`config.mk`:
```
export PLATFORM = sky130hd
export DESIGN_NAME = fft_stage_sequencer
export DESIGN_NICKNAME = d
export VERILOG_FILES = /design/src/rtl/fft_stage_sequencer.sv
export SDC_FILE = /design/constraint.sdc
export NUM_CORES = 1
export LEC_CHECK = 0
export CORE_ASPECT_RATIO = 0.75
export CORE_MARGIN = 2
export CORE_UTILIZATION = 51
export CTS_CLUSTER_SIZE = 10
export DETAILED_ROUTE_END_ITERATION = 8
export PLACE_DENSITY = 0.77
export SETUP_SLACK_MARGIN = 0.5
export SYNTH_ARGS = -nofsm -noshare
export SYNTH_HDL_FRONTEND = slang
export SYNTH_SLANG_ARGS = --single-unit
```
`constraint.sdc`:
```
create_clock -name clk -period 2.6 [get_ports clk]
set_clock_uncertainty 0.05 [all_clocks]
set_input_delay 0.52 -clock clk [delete_from_list [all_inputs] [get_ports clk]]
set_output_delay 0.52 -clock clk [all_outputs]
set_load 0.02 [all_outputs]
```
`src/rtl/fft_stage_sequencer.sv`:
```
// rtl/fft_stage_sequencer.sv - radix-2 DIT stage/address sequencer for an in-place FFT
module fft_stage_sequencer #(
    parameter int LOG2_N       = 6,
    parameter int BFLY_LATENCY = 4
) (
    input  logic                      clk,
    input  logic                      reset,
    input  logic                      start,
    output logic                      busy,
    output logic                      done,
    output logic [$clog2(LOG2_N)-1:0] stage,
    output logic                      rd_en,
    output logic [LOG2_N-1:0]         rd_addr_a,
    output logic [LOG2_N-1:0]         rd_addr_b,
    output logic [LOG2_N-2:0]         tw_addr,
    output logic                      bf_in_valid,
    output logic                      wr_en,
    output logic [LOG2_N-1:0]         wr_addr_a,
    output logic [LOG2_N-1:0]         wr_addr_b
);

    localparam int KW    = LOG2_N - 1;
    localparam int SW    = $clog2(LOG2_N);
    localparam int DEPTH = BFLY_LATENCY + 1;
    localparam int DW    = $clog2(BFLY_LATENCY + 1);

    typedef enum logic [1:0] {IDLE, ISSUE, DRAIN, DONE} state_t;

    state_t          state;
    logic [KW-1:0]   k;
    logic [SW-1:0]   cur_stage;
    logic [DW-1:0]   dcnt;

    logic              dly_en [DEPTH];
    logic [LOG2_N-1:0] dly_a  [DEPTH];
    logic [LOG2_N-1:0] dly_b  [DEPTH];

    logic [SW-1:0]     gen_stage;
    logic [KW-1:0]     gen_k;
    logic [LOG2_N-1:0] kx, half, pos, gen_a, gen_b;
    logic [KW-1:0]     gen_tw;

    // Addresses for the butterfly that will be issued on the next edge.
    always_comb begin
        gen_stage = '0;
        gen_k     = '0;
        if (state == ISSUE) begin
            gen_stage = cur_stage;
            gen_k     = k + KW'(1);
        end else if (state == DRAIN) begin
            gen_stage = cur_stage + SW'(1);
        end
    end

    always_comb begin
        kx     = {1'b0, gen_k};
        half   = LOG2_N'(1) << gen_stage;
        pos    = kx & (half - LOG2_N'(1));
        gen_a  = ((kx & ~(half - LOG2_N'(1))) << 1) | pos;
        gen_b  = gen_a | half;
        gen_tw = KW'({pos, {KW{1'b0}}} >> gen_stage);
    end

    assign bf_in_valid = dly_en[0];
    assign wr_en       = dly_en[DEPTH-1];
    assign wr_addr_a   = dly_a[DEPTH-1];
    assign wr_addr_b   = dly_b[DEPTH-1];

    always_ff @(posedge clk) begin
        if (reset) begin
            state     <= IDLE;
            k         <= '0;
            cur_stage <= '0;
            dcnt      <= '0;
            busy      <= 1'b0;
            done      <= 1'b0;
            rd_en     <= 1'b0;
            stage     <= '0;
            rd_addr_a <= '0;
            rd_addr_b <= '0;
            tw_addr   <= '0;
            for (int i = 0; i < DEPTH; i++) begin
                dly_en[i] <= 1'b0;
                dly_a[i]  <= '0;
                dly_b[i]  <= '0;
            end
        end else begin
            dly_en[0] <= rd_en;
            dly_a[0]  <= rd_addr_a;
            dly_b[0]  <= rd_addr_b;
            for (int i = 1; i < DEPTH; i++) begin
                dly_en[i] <= dly_en[i-1];
                dly_a[i]  <= dly_a[i-1];
                dly_b[i]  <= dly_b[i-1];
            end
            done <= 1'b0;

            case (state)
                IDLE: begin
                    if (start) begin
                        state     <= ISSUE;
                        cur_stage <= '0;
                        k         <= '0;
                        busy      <= 1'b1;
                        rd_en     <= 1'b1;
                        stage     <= gen_stage;
                        rd_addr_a <= gen_a;
                        rd_addr_b <= gen_b;
                        tw_addr   <= gen_tw;
                    end
                end
                ISSUE: begin
                    if (&k) begin
                        state     <= DRAIN;
                        k         <= '0;
                        dcnt      <= '0;
                        rd_en     <= 1'b0;
                        stage     <= '0;
                        rd_addr_a <= '0;
                        rd_addr_b <= '0;
                        tw_addr   <= '0;
                    end else begin
                        k         <= gen_k;
                        stage     <= gen_stage;
                        rd_addr_a <= gen_a;
                        rd_addr_b <= gen_b;
                        tw_addr   <= gen_tw;
                    end
                end
                DRAIN: begin
                    // The last write-back of this stage is on the wires when dcnt hits the latency.
                    if (dcnt == DW'(BFLY_LATENCY)) begin
                        if (cur_stage == SW'(LOG2_N - 1)) begin
                            state <= DONE;
                            busy  <= 1'b0;
                            done  <= 1'b1;
                        end else begin
                            state     <= ISSUE;
                            cur_stage <= gen_stage;
                            k         <= '0;
                            rd_en     <= 1'b1;
                            stage     <= gen_stage;
                            rd_addr_a <= gen_a;
                            rd_addr_b <= gen_b;
                            tw_addr   <= gen_tw;
                        end
                    end else begin
                        dcnt <= dcnt + DW'(1);
                    end
                end
                DONE: begin
                    state <= IDLE;
                end
                default: begin
                    state <= IDLE;
                end
            endcase
        end
    end

endmodule

```
==> results.sh, run 1 <==
export IMPL_status="finished, final reports clean"
export IMPL_port_buffers=39
export IMPL_crit_chain="ha_4 > and4bb_2 > a211oi_4 > nand2_2 > ha_4 > and3_4 > mux2_4 > a221oi_2 > nor3_2"
export IMPL_dp_hpwl_um=6420
export IMPL_timing_rr_start="cur_stage[0]"
export IMPL_detailedRoute_firstIterationViolations=275
export IMPL_final_layout_size_suffix_gt1_share_pct=21.3
export IMPL_grt_first_pass_wirelength_um=15000
export IMPL_post_route_worst_setup_slack_ns=0.331
export IMPL_cp_slowest_stage_delay_ns=0.39
export IMPL_power_internal_uw=2100
export IMPL_timing_setup_tns_ns=0
export IMPL_worst_case_hold_slack_ns=0.392
export IMPL_timing_hold_worst_class="reg -> reg"
export IMPL_reg2reg_slack_ns=0.33
export IMPL_placement_setup_worst_slack_ns=0.219
export IMPL_grt_total_usage_pct=22.9
export IMPL_finalCritPeriodShare_pct=87.3
export IMPL_max_freq_mhz=441
export IMPL_detail_route_drc_violations=0
export IMPL_floorplan_die_area_um2=8610
export IMPL_clock_transition_at_path_regs_ns=0.11
export IMPL_num_antenna_cells=0
export IMPL_dr_pass1_iterations=5
export IMPL_final_nets=480
export IMPL_cell_type_group_with_the_largest_total_delay_on_the_critical_path="simple AND/OR/NAND/NOR gates"
export IMPL_via_count=3163
export IMPL_powerDensity_nw_per_um2=576
export IMPL_synth_edf_count=0
export IMPL_synth_sequential_area_ratio_pct=50.3
export IMPL_cts_root_to_sink_buffers=2
export IMPL_ys_async_sr_fraction_pct=0
export IMPL_critPathLaunchType="register"
export IMPL_max_cap_violations=0
export IMPL_final_core_util_pct=67.7
export IMPL_timing_setup_critical_path_class="reg -> reg"
export IMPL_yosysWarningCount=0
export IMPL_clk_latency_ns=0.37
export IMPL_die_height_um=80.9
export IMPL_ant_nets=0
export IMPL_count_of_mapped_cells_out_of_synthesis=418
export IMPL_drt_wl_total_um=9490
export IMPL_setup_viol=0
export IMPL_grt_setup_unrepaired="yes"
export IMPL_whs_endpoint="dly_b[0][21]"
export IMPL_worstPathRequired_ns=2.81
export IMPL_cts_htree_levels=3
export IMPL_row_count=27
export IMPL_slew_headroom_pct=66.8
export IMPL_syn2layout_area_growth_pct=26.3
export IMPL_tritoncts_clock_tree="built"
export IMPL_cts_num_sinks=101
export IMPL_clock_tree_root_cell="sky130_fd_sc_hd__clkbuf_8"
export IMPL_place_congestion=0.943
export IMPL_antenna_found_initial=0
export IMPL_endpoint_kind="register"
export IMPL_synth_ff_type="sky130_fd_sc_hd__dfxtp_1"
export IMPL_grt_remaining_overflow=0
export IMPL_grt_start_max_net_pins=91
export IMPL_critical_path_most_common_cell="sky130_fd_sc_hd__ha_4"
export IMPL_slew_violations=0
export IMPL_timing_critical_path_arrival_ns=2.48
export IMPL_final_instance_count_excl_fill=576
export IMPL_rr_worst_depth=9
export IMPL_number_of_flip_flops_and_latches_in_the_synthesized_netlist=101
export IMPL_crit_slowest_cell="sky130_fd_sc_hd__dfxtp_4"
export IMPL_cts_made_buffers=9
export IMPL_critical_path_reg2reg_endpoint="tw_addr[0]"
export IMPL_sw_frac_of_total_pct=28.1
export IMPL_hold_viol=0
export IMPL_power_share_of_the_combinational_group_pct=11.0
export IMPL_p_switching_uw=822
export IMPL_die_width_um=106
export IMPL_route_detailed_wl_per_inst_um=16.5
export IMPL_floorplan_initialDensity_pct=53.6
export IMPL_synth_fp_nets=428
export IMPL_clockPowerShare_pct=34.6
export IMPL_vias_per_cell=5.49
export IMPL_postSynthAreaPerCell_um2=9.61
export IMPL_syn_area_um2=4020
export IMPL_worstMarginPinSlew_ns=0.496
export IMPL_min_delay_start="dly_b[0][15]"
export IMPL_fp_coreArea_um2=7500
export IMPL_period_needed_ns=2.27
export IMPL_netlist_cell_type_count=56
export IMPL_place_detailed_instances=546
export IMPL_reg_power_share_pct=54.4
export IMPL_first_global_vias=2938
export IMPL_critical_path_max_fanout=5
export IMPL_vdd_drop_max_mv=0.342
export IMPL_min_delay_path_depth=1
export IMPL_io_pins=40
export IMPL_p_leak_uw=0.00190
export IMPL_worst_path_buf_inv=0
-- metal layers --
metal	GRT usage, %	up-vias	routed length [µm]
met5	0	-	0
met4	6.88	0	97
met3	5.78	11	720
met2	35.7	125	4170
met1	31.7	1505	4500
li1	-	1522	-
-- kinds of logic after synthesis --
family | count (synthesis) | synth area share, %
compound gates | 86 | 15.4
xor+xnor | 5 | 1.09
fa+ha+maj | 7 | 2.18
buf+inv | 45 | 6.14
flops | 101 | 50.3
mux | 5 | 1.28
simple gates | 169 | 23.6
-- flip-flops by register name, summed over array words and instances, names as in the netlist --
| name | count |
|---|---|
| dly_a | 30 |
| dly_b | 30 |
| rd_addr_a | 6 |
| rd_addr_b | 6 |
| dly_en | 5 |
| k | 5 |
| tw_addr | 5 |
| cur_stage | 3 |
| dcnt | 3 |
| stage | 3 |
| state | 2 |
| busy | 1 |
| done | 1 |
| rd_en | 1 |
-- through the flow --
stage,cell area (µm²),total power [µW]
6_report,5080,2930
5_1_grt,5080,3040
4_1_cts,4990,2930
3_5_place_dp,4610,1920
3_3_place_gp,4610,1930
2_1_floorplan,4110,1820
-- final cells by class --
class / instances / area, µm²
Fill cell: 608 / 2420
Sequential cell: 101 / 2030
Multi-Input combinational cell: 272 / 1960
Timing Repair Buffer: 77 / 714
Tap cell: 101 / 126
Clock buffer: 9 / 124
Clock inverter: 7 / 86.3
Inverter: 9 / 36.3
-- Yosys cell counts, drive strengths merged, types with 6 or more instances --
cell type	instances	area, µm²
dfxtp	101	2020
nand2	30	113
a21oi	35	179
nor2b	68	425
ha	7	87.6
inv	9	33.8
nand2b	7	43.8
o32ai	6	67.6
nor2	27	101
buf	20	153
nor3	12	65.1
clkbuf	16	60.1
o21ai	13	65.1
-- cell usage in the layout, fill, tap and decap left out, drive strengths merged, types with 2 or more instances in the layout --
cell / netlist / final
o21a: 2 / 2
nand4: 2 / 2
xnor2: 2 / 2
nor3b: 5 / 5
nor3: 12 / 12
clkinv: 0 / 3
a221oi: 2 / 2
dfxtp: 101 / 101
and3: 3 / 3
and2: 2 / 2
nor4: 3 / 3
a211oi: 3 / 3
clkdlybuf4s50: 0 / 38
inv: 9 / 13
o32ai: 6 / 6
a22oi: 3 / 3
nand3b: 3 / 3
o22ai: 4 / 4
buf: 20 / 39
a32oi: 3 / 3
nand2: 30 / 30
clkbuf: 16 / 9
o2bb2ai: 3 / 3
o211ai: 2 / 2
ha: 7 / 7
mux2i: 4 / 4
nor2: 27 / 27
o311ai: 2 / 2
a2bb2oi: 3 / 3
a21oi: 35 / 35
xor2: 3 / 3
nand3: 2 / 2
nand2b: 7 / 7
nor2b: 68 / 68
o21ai: 13 / 13
-- worst max-delay path by stage --
stage | end | cells after the start | start | slack, ns
floorplan | tw_addr[0] | 9 | cur_stage[1] | 0.29
global placement | rd_addr_a[2] | 7 | start | 0.21
detailed placement | rd_addr_a[2] | 7 | start | 0.22
CTS | tw_addr[0] | 10 | cur_stage[1] | 0.37
global route | tw_addr[0] | 9 | cur_stage[0] | 0.27
finish | tw_addr[0] | 9 | cur_stage[0] | 0.33
-- power by group through the flow --
stage          combinational [µW]  sequential (µW)  clock, µW
2_1_floorplan                 179             1640          0
4_1_cts                       309             1590       1030
6_report                      322             1590       1010
5_1_grt                       344             1600       1100
3_3_place_gp                  300             1630          0
3_5_place_dp                  296             1630          0
-- what timing repair did --
item                                    in CTS  in global routing
pin swaps                                   14                 10
hold buffers                                 0                  0
endpoints found under the setup margin      14                 20
gates resized for setup                     21                 13
buffers inserted                            10                  4
cloned                                       0                  0
-- worst register-to-register path: cells and delay by family (launching register included) --
kind	cells	cell delay, ns
muxes	1	0.27
AOI/OAI and AO/OA	2	0.46
DFF	1	0.39
adders and majority gates	2	0.37
and+or+nand+nor	4	0.61
Note: power is estimated with default switching activity, not from simulation.
==> run 2, diff against run 1 <==
--- a/config.mk
+++ b/config.mk
@@ -7,10 +7,10 @@
 export LEC_CHECK = 0
 export CORE_ASPECT_RATIO = 0.75
 export CORE_MARGIN = 2
-export CORE_UTILIZATION = 51
+export CORE_UTILIZATION = 60
 export CTS_CLUSTER_SIZE = 10
 export DETAILED_ROUTE_END_ITERATION = 8
-export PLACE_DENSITY = 0.77
+export PLACE_DENSITY = 0.85
 export SETUP_SLACK_MARGIN = 0.5
 export SYNTH_ARGS = -nofsm -noshare
 export SYNTH_HDL_FRONTEND = slang
==> constraint.sdc (replaced) <==
create_clock -name clk -period 2.7 [get_ports clk]
set_clock_uncertainty 0.05 [all_clocks]
set_input_delay 0.54 -clock clk [delete_from_list [all_inputs] [get_ports clk]]
set_output_delay 0.54 -clock clk [all_outputs]
set_load 0.02 [all_outputs]
==> results.sh, run 2 (synthesis gave the netlist of run 1 again) <==
export IMPL_timing_setup_critical_path_class="reg -> reg"
export IMPL_max_freq_mhz=446
export IMPL_hold_viol=0
export IMPL_cts_root_to_sink_buffers=2
export IMPL_num_antenna_cells=0
export IMPL_syn2layout_area_growth_pct=23.2
export IMPL_placement_setup_worst_slack_ns=0.282
export IMPL_post_route_worst_setup_slack_ns=0.458
export IMPL_crit_chain="buf_4 > ha_4 > nor3b_4 > a21oi_4 > nand2b_4 > ha_4 > nor2b_4 > nand2_4 > o22ai_4 > a21oi_2 > a21oi_1"
export IMPL_worstPathRequired_ns=2.94
export IMPL_place_congestion=0.953
export IMPL_cts_made_buffers=9
export IMPL_slew_violations=0
export IMPL_report_power_total_uw=2780
export IMPL_grt_first_pass_wirelength_um=15100
export IMPL_vdd_drop_max_mv=0.351
export IMPL_detail_route_drc_violations=0
export IMPL_setup_viol=0
export IMPL_final_nets=474
export IMPL_worst_case_hold_slack_ns=0.384
export IMPL_fillCellCount=448
export IMPL_antenna_found_initial=0
export IMPL_p_switching_uw=747
export IMPL_port_buffers=39
export IMPL_die_height_um=74.9
export IMPL_ant_nets=0
export IMPL_p_leak_uw=0.00186
export IMPL_critPathLaunchType="register"
export IMPL_timing_critical_path_arrival_ns=2.49
export IMPL_reg_largest_list="dly_a (30), dly_b (30)"
export IMPL_timing_setup_tns_ns=0
export IMPL_finalCritPeriodShare_pct=83.1
export IMPL_detailedRoute_firstIterationViolations=335
export IMPL_reg_power_share_pct=55.2
export IMPL_powerDensity_nw_per_um2=561
export IMPL_final_layout_size_suffix_gt1_share_pct=19.0
export IMPL_worstMarginPinSlew_ns=0.413
export IMPL_power_internal_uw=2030
export IMPL_power_share_of_the_combinational_group_pct=11.1
export IMPL_rr_worst_depth=11
export IMPL_vias_per_cell=5.70
export IMPL_timing_hold_worst_class="reg -> reg"
export IMPL_clock_transition_at_path_regs_ns=0.11
export IMPL_grt_setup_unrepaired="yes"
export IMPL_io_pins=40
export IMPL_row_count=25
export IMPL_max_cap_violations=0
export IMPL_slew_headroom_pct=72.3
export IMPL_fp_coreArea_um2=6380
export IMPL_grt_remaining_overflow=0
export IMPL_clk_latency_ns=0.36
export IMPL_first_global_vias=2957
export IMPL_grt_total_usage_pct=26.6
export IMPL_status="finished, final reports clean"
export IMPL_mostFrequentLayoutCell="sky130_fd_sc_hd__dfxtp_1"
export IMPL_cts_htree_levels=3
export IMPL_sw_frac_of_total_pct=26.9
export IMPL_drt_wl_total_um=9670
export IMPL_cp_slowest_stage_delay_ns=0.39
export IMPL_final_core_util_pct=77.6
export IMPL_dr_pass1_iterations=5
export IMPL_critical_path_max_fanout=6
export IMPL_via_count=3133
export IMPL_endpoint_kind="register"
export IMPL_min_delay_path_depth=1
export IMPL_critical_path_most_common_cell="sky130_fd_sc_hd__ha_4"
export IMPL_period_needed_ns=2.24
export IMPL_route_detailed_wl_per_inst_um=17.6
export IMPL_floorplan_initialDensity_pct=63.0
export IMPL_floorplan_die_area_um2=7370
export IMPL_clock_tree_root_cell="sky130_fd_sc_hd__clkbuf_8"
export IMPL_tritoncts_clock_tree="built"
export IMPL_mostFrequentLayoutCells="96 x sky130_fd_sc_hd__dfxtp_1, 67 x sky130_fd_sc_hd__nor2b_1, 38 x sky130_fd_sc_hd__clkdlybuf4s50_1"
export IMPL_die_width_um=98.5
export IMPL_cts_num_sinks=101
export IMPL_dp_hpwl_um=6400
export IMPL_grt_start_max_net_pins=91
export IMPL_crit_slowest_cell="sky130_fd_sc_hd__dfxtp_4"
export IMPL_clockPowerShare_pct=33.7
==> run 2: cell types whose count changed in the layout (fill, tap and decap cells not counted), sizes merged <==
cell | previous run | this run
buf | 39 | 33
clkbuf | 9 | 10
clkinvlp | 0 | 1
clkinv | 3 | 2
inv | 13 | 12
==> run 2: final cells by class <==
cell class / count / area (µm²) / share of cell area, %
sequential: 101 / 2040 / 41.1
clock inverter: 6 / 63.8 / 1.29
inverter: 9 / 36.3 / 0.733
multi-input combinational: 272 / 1930 / 38.9
timing repair buffer: 71 / 649 / 13.1
tap: 81 / 101 / 2.05
clock buffer: 10 / 138 / 2.78
==> run 2: repair_timing <==
action	4_1_cts	5_1_grt
setup buffers	12	2
hold buffers	0	0
pin swaps	12	8
resized for setup	8	19
endpoints found under the setup margin	11	17
==> run 2: final timing paths <==
| path | startpoint | end | slack, ns |
|---|---|---|---|
| worst min-delay path | dly_b[0][9] | dly_b[0][15] | 0.38 |
| worst max-delay path | cur_stage[0] | tw_addr[2] | 0.46 |
| worst min register to register | dly_b[0][9] | dly_b[0][15] | 0.38 |
| worst max register to register | cur_stage[0] | tw_addr[2] | 0.46 |
==> run 2: power by group through the flow <==
stage / sequential [µW] / clock (µW) / combinational (µW)
after global placement: 1570 / 0 / 278
final: 1530 / 934 / 309
after global routing: 1540 / 1000 / 327
after CTS: 1530 / 950 / 293
after detailed placement: 1570 / 0 / 279
after floorplan: 1580 / 0 / 172
==> run 2: routing by layer <==
layer	track usage (%)	routed length, µm	part of all wire (%)	up-vias
li1	-	-	-	1509
met1	38.7	4570	47	1461
met2	41.3	4220	44	148
met3	5.29	760	7.9	15
met4	6.70	119	1.2	0
met5	0	0	0	-
==> run 2: critical path: cells and delay by family, from the launching register on <==
kind,cells,cell delay (ns)
AO/OA/AOI/OAI,4,0.51
adder cells (fa/ha/maj),2,0.47
buffers and inverters,1,0.14
flip-flops,1,0.39
AND/OR/NAND/NOR,4,0.61
==> run 2: stage by stage <==
stage          cells  cell area, µm²
3_5_place_dp     520            4520
5_1_grt          550            4950
4_1_cts          548            4850
2_1_floorplan    418            4110
6_report         550            4950
3_3_place_gp     520            4520
==> run 3, diff against run 2 <==
--- a/config.mk
+++ b/config.mk
@@ -7,10 +7,10 @@
 export LEC_CHECK = 0
 export CORE_ASPECT_RATIO = 0.75
 export CORE_MARGIN = 2
-export CORE_UTILIZATION = 60
+export CORE_UTILIZATION = 56
 export CTS_CLUSTER_SIZE = 10
 export DETAILED_ROUTE_END_ITERATION = 8
-export PLACE_DENSITY = 0.85
+export PLACE_DENSITY = 0.81
 export SETUP_SLACK_MARGIN = 0.5
 export SYNTH_ARGS = -nofsm -noshare
 export SYNTH_HDL_FRONTEND = slang
==> constraint.sdc (replaced) <==
create_clock -name clk -period 2.3 [get_ports clk]
set_clock_uncertainty 0.05 [all_clocks]
set_input_delay 0.46 -clock clk [delete_from_list [all_inputs] [get_ports clk]]
set_output_delay 0.46 -clock clk [all_outputs]
set_load 0.02 [all_outputs]
==> results.sh, run 3 (synthesis gave the netlist of run 1 again) <==
export IMPL_port_buffers=39
export IMPL_cell_type_group_with_the_largest_total_delay_on_the_critical_path="compound AO/OA/AOI/OAI gates"
export IMPL_syn2layout_area_growth_pct=32.6
export IMPL_final_instance_count_excl_fill=596
export IMPL_place_congestion=0.985
export IMPL_crit_chain="ha_4 > nor3b_2 > buf_4 > a211oi_4 > nand2_2 > ha_4 > buf_6 > xor2_1 > nor3_1 > o311ai_2 > a21oi_1"
export IMPL_clk_latency_ns=0.36
export IMPL_floorplan_initialDensity_pct=58.5
export IMPL_cp_slowest_stage_delay_ns=0.39
export IMPL_ant_nets=0
export IMPL_first_global_vias=2945
export IMPL_max_freq_mhz=457
export IMPL_dp_hpwl_um=6870
export IMPL_detail_route_drc_violations=0
export IMPL_critical_path_max_fanout=4
export IMPL_tritoncts_clock_tree="built"
export IMPL_timing_setup_critical_path_class="reg -> reg"
export IMPL_hold_viol=0
export IMPL_row_count=26
export IMPL_p_leak_uw=0.00231
export IMPL_finalCritPeriodShare_pct=95.2
export IMPL_fp_coreArea_um2=6860
export IMPL_max_cap_violations=0
export IMPL_clock_tree_root_cell="sky130_fd_sc_hd__clkbuf_8"
export IMPL_io_pins=40
export IMPL_worst_case_hold_slack_ns=0.381
export IMPL_timing_hold_worst_class="reg -> reg"
export IMPL_powerDensity_nw_per_um2=602
export IMPL_mostFrequentLayoutCells="93 x sky130_fd_sc_hd__dfxtp_1, 66 x sky130_fd_sc_hd__nor2b_1, 49 x sky130_fd_sc_hd__buf_4"
export IMPL_clock_transition_at_path_regs_ns=0.10
export IMPL_worst_path_buf_inv=2
export IMPL_final_layout_size_suffix_gt1_share_pct=28.3
export IMPL_reg_power_share_pct=56.1
export IMPL_timing_setup_tns_ns=0
export IMPL_power_internal_uw=2380
export IMPL_die_height_um=77.4
export IMPL_die_width_um=102
export IMPL_crit_slowest_cell="sky130_fd_sc_hd__dfxtp_4"
export IMPL_critical_path_most_common_cell="sky130_fd_sc_hd__ha_4"
export IMPL_sw_frac_of_total_pct=25.9
export IMPL_antenna_found_initial=0
export IMPL_worstMarginPinSlew_ns=0.460
export IMPL_cts_htree_levels=3
export IMPL_cts_root_to_sink_buffers=2
export IMPL_detailedRoute_firstIterationViolations=182
export IMPL_detailed_place_area_um2=4790
export IMPL_critPathLaunchType="register"
export IMPL_cts_made_buffers=9
export IMPL_grt_remaining_overflow=0
export IMPL_reg_largest_list="dly_a (30), dly_b (30)"
export IMPL_num_antenna_cells=0
export IMPL_slew_headroom_pct=69.0
export IMPL_place_detailed_instances=562
export IMPL_vias_per_cell=5.39
export IMPL_mostFrequentLayoutCell="sky130_fd_sc_hd__dfxtp_1"
export IMPL_endpoint_kind="register"
export IMPL_setup_viol=0
export IMPL_final_core_util_pct=77.6
export IMPL_status="finished, final reports clean"
export IMPL_via_count=3210
export IMPL_p_switching_uw=829
export IMPL_drt_wl_total_um=10000
export IMPL_final_nets=504
export IMPL_worstPathRequired_ns=2.49
export IMPL_slew_violations=0
export IMPL_floorplan_die_area_um2=7880
export IMPL_clockPowerShare_pct=31.1
export IMPL_grt_start_max_net_pins=47
export IMPL_cts_num_sinks=101
export IMPL_dr_pass1_iterations=5
export IMPL_power_share_of_the_combinational_group_pct=12.8
export IMPL_vdd_drop_max_mv=0.397
export IMPL_grt_first_pass_wirelength_um=15600
export IMPL_route_detailed_wl_per_inst_um=16.8
export IMPL_finish_instance_area_um2=5330
export IMPL_grt_setup_unrepaired="yes"
export IMPL_period_needed_ns=2.19
export IMPL_timing_critical_path_arrival_ns=2.38
export IMPL_grt_total_usage_pct=26.2
## run 3: cell type report
| type | instances | area (µm²) |
|---|---|---|
| Clock buffer | 12 | 145 |
| Inverter | 9 | 36.3 |
| Multi-Input combinational cell | 272 | 2060 |
| Timing Repair Buffer | 101 | 901 |
| Sequential cell | 101 | 2040 |
| Tap cell | 98 | 123 |
| Clock inverter | 3 | 21.3 |
| Fill cell | 453 | 1540 |
## run 3: final timing paths
| kind | from | end | slack (ns) | cells after the start |
|---|---|---|---|---|
| setup / recovery | cur_stage[1] | tw_addr[1] | 0.11 | 11 |
| hold reg to reg | dly_b[0][14] | dly_b[0][20] | 0.38 | 1 |
| hold / removal | dly_b[0][14] | dly_b[0][20] | 0.38 | 1 |
| setup reg to reg | cur_stage[1] | tw_addr[1] | 0.11 | 11 |
## run 3: stage by stage
step           setup WS, ns  total power (µW)
6_report              0.110              3210
5_1_grt              0.0258              3320
4_1_cts              0.0969              3190
3_5_place_dp       -0.00232              2190
3_3_place_gp         0.0174              2190
2_1_floorplan       -0.0146              2060
## run 3: metal layers
metal / part of all wire, % / vias up / global-route usage [%] / wire length (µm)
met2: 44 / 89 / 37.5 / 4380
li1: - / 1570 / - / -
met4: 0.87 / 0 / 6.35 / 87
met1: 49 / 1543 / 38.5 / 4890
met5: 0 / - / 0 / 0
met3: 6.6 / 8 / 7.84 / 662
## run 3: timing repair
action / CTS / global route
gates resized for setup: 55 / 41
setup endpoints to repair: 52 / 36
buffers inserted: 12 / 7
hold buffers: 0 / 0
pin swaps: 23 / 11
## run 3: power groups by stage
stage | Combinational, µW | Clock (µW) | Sequential, µW
2_1_floorplan | 209 | 0 | 1850
3_3_place_gp | 353 | 0 | 1840
3_5_place_dp | 354 | 0 | 1840
4_1_cts | 368 | 1020 | 1800
5_1_grt | 439 | 1080 | 1800
6_report | 410 | 998 | 1800
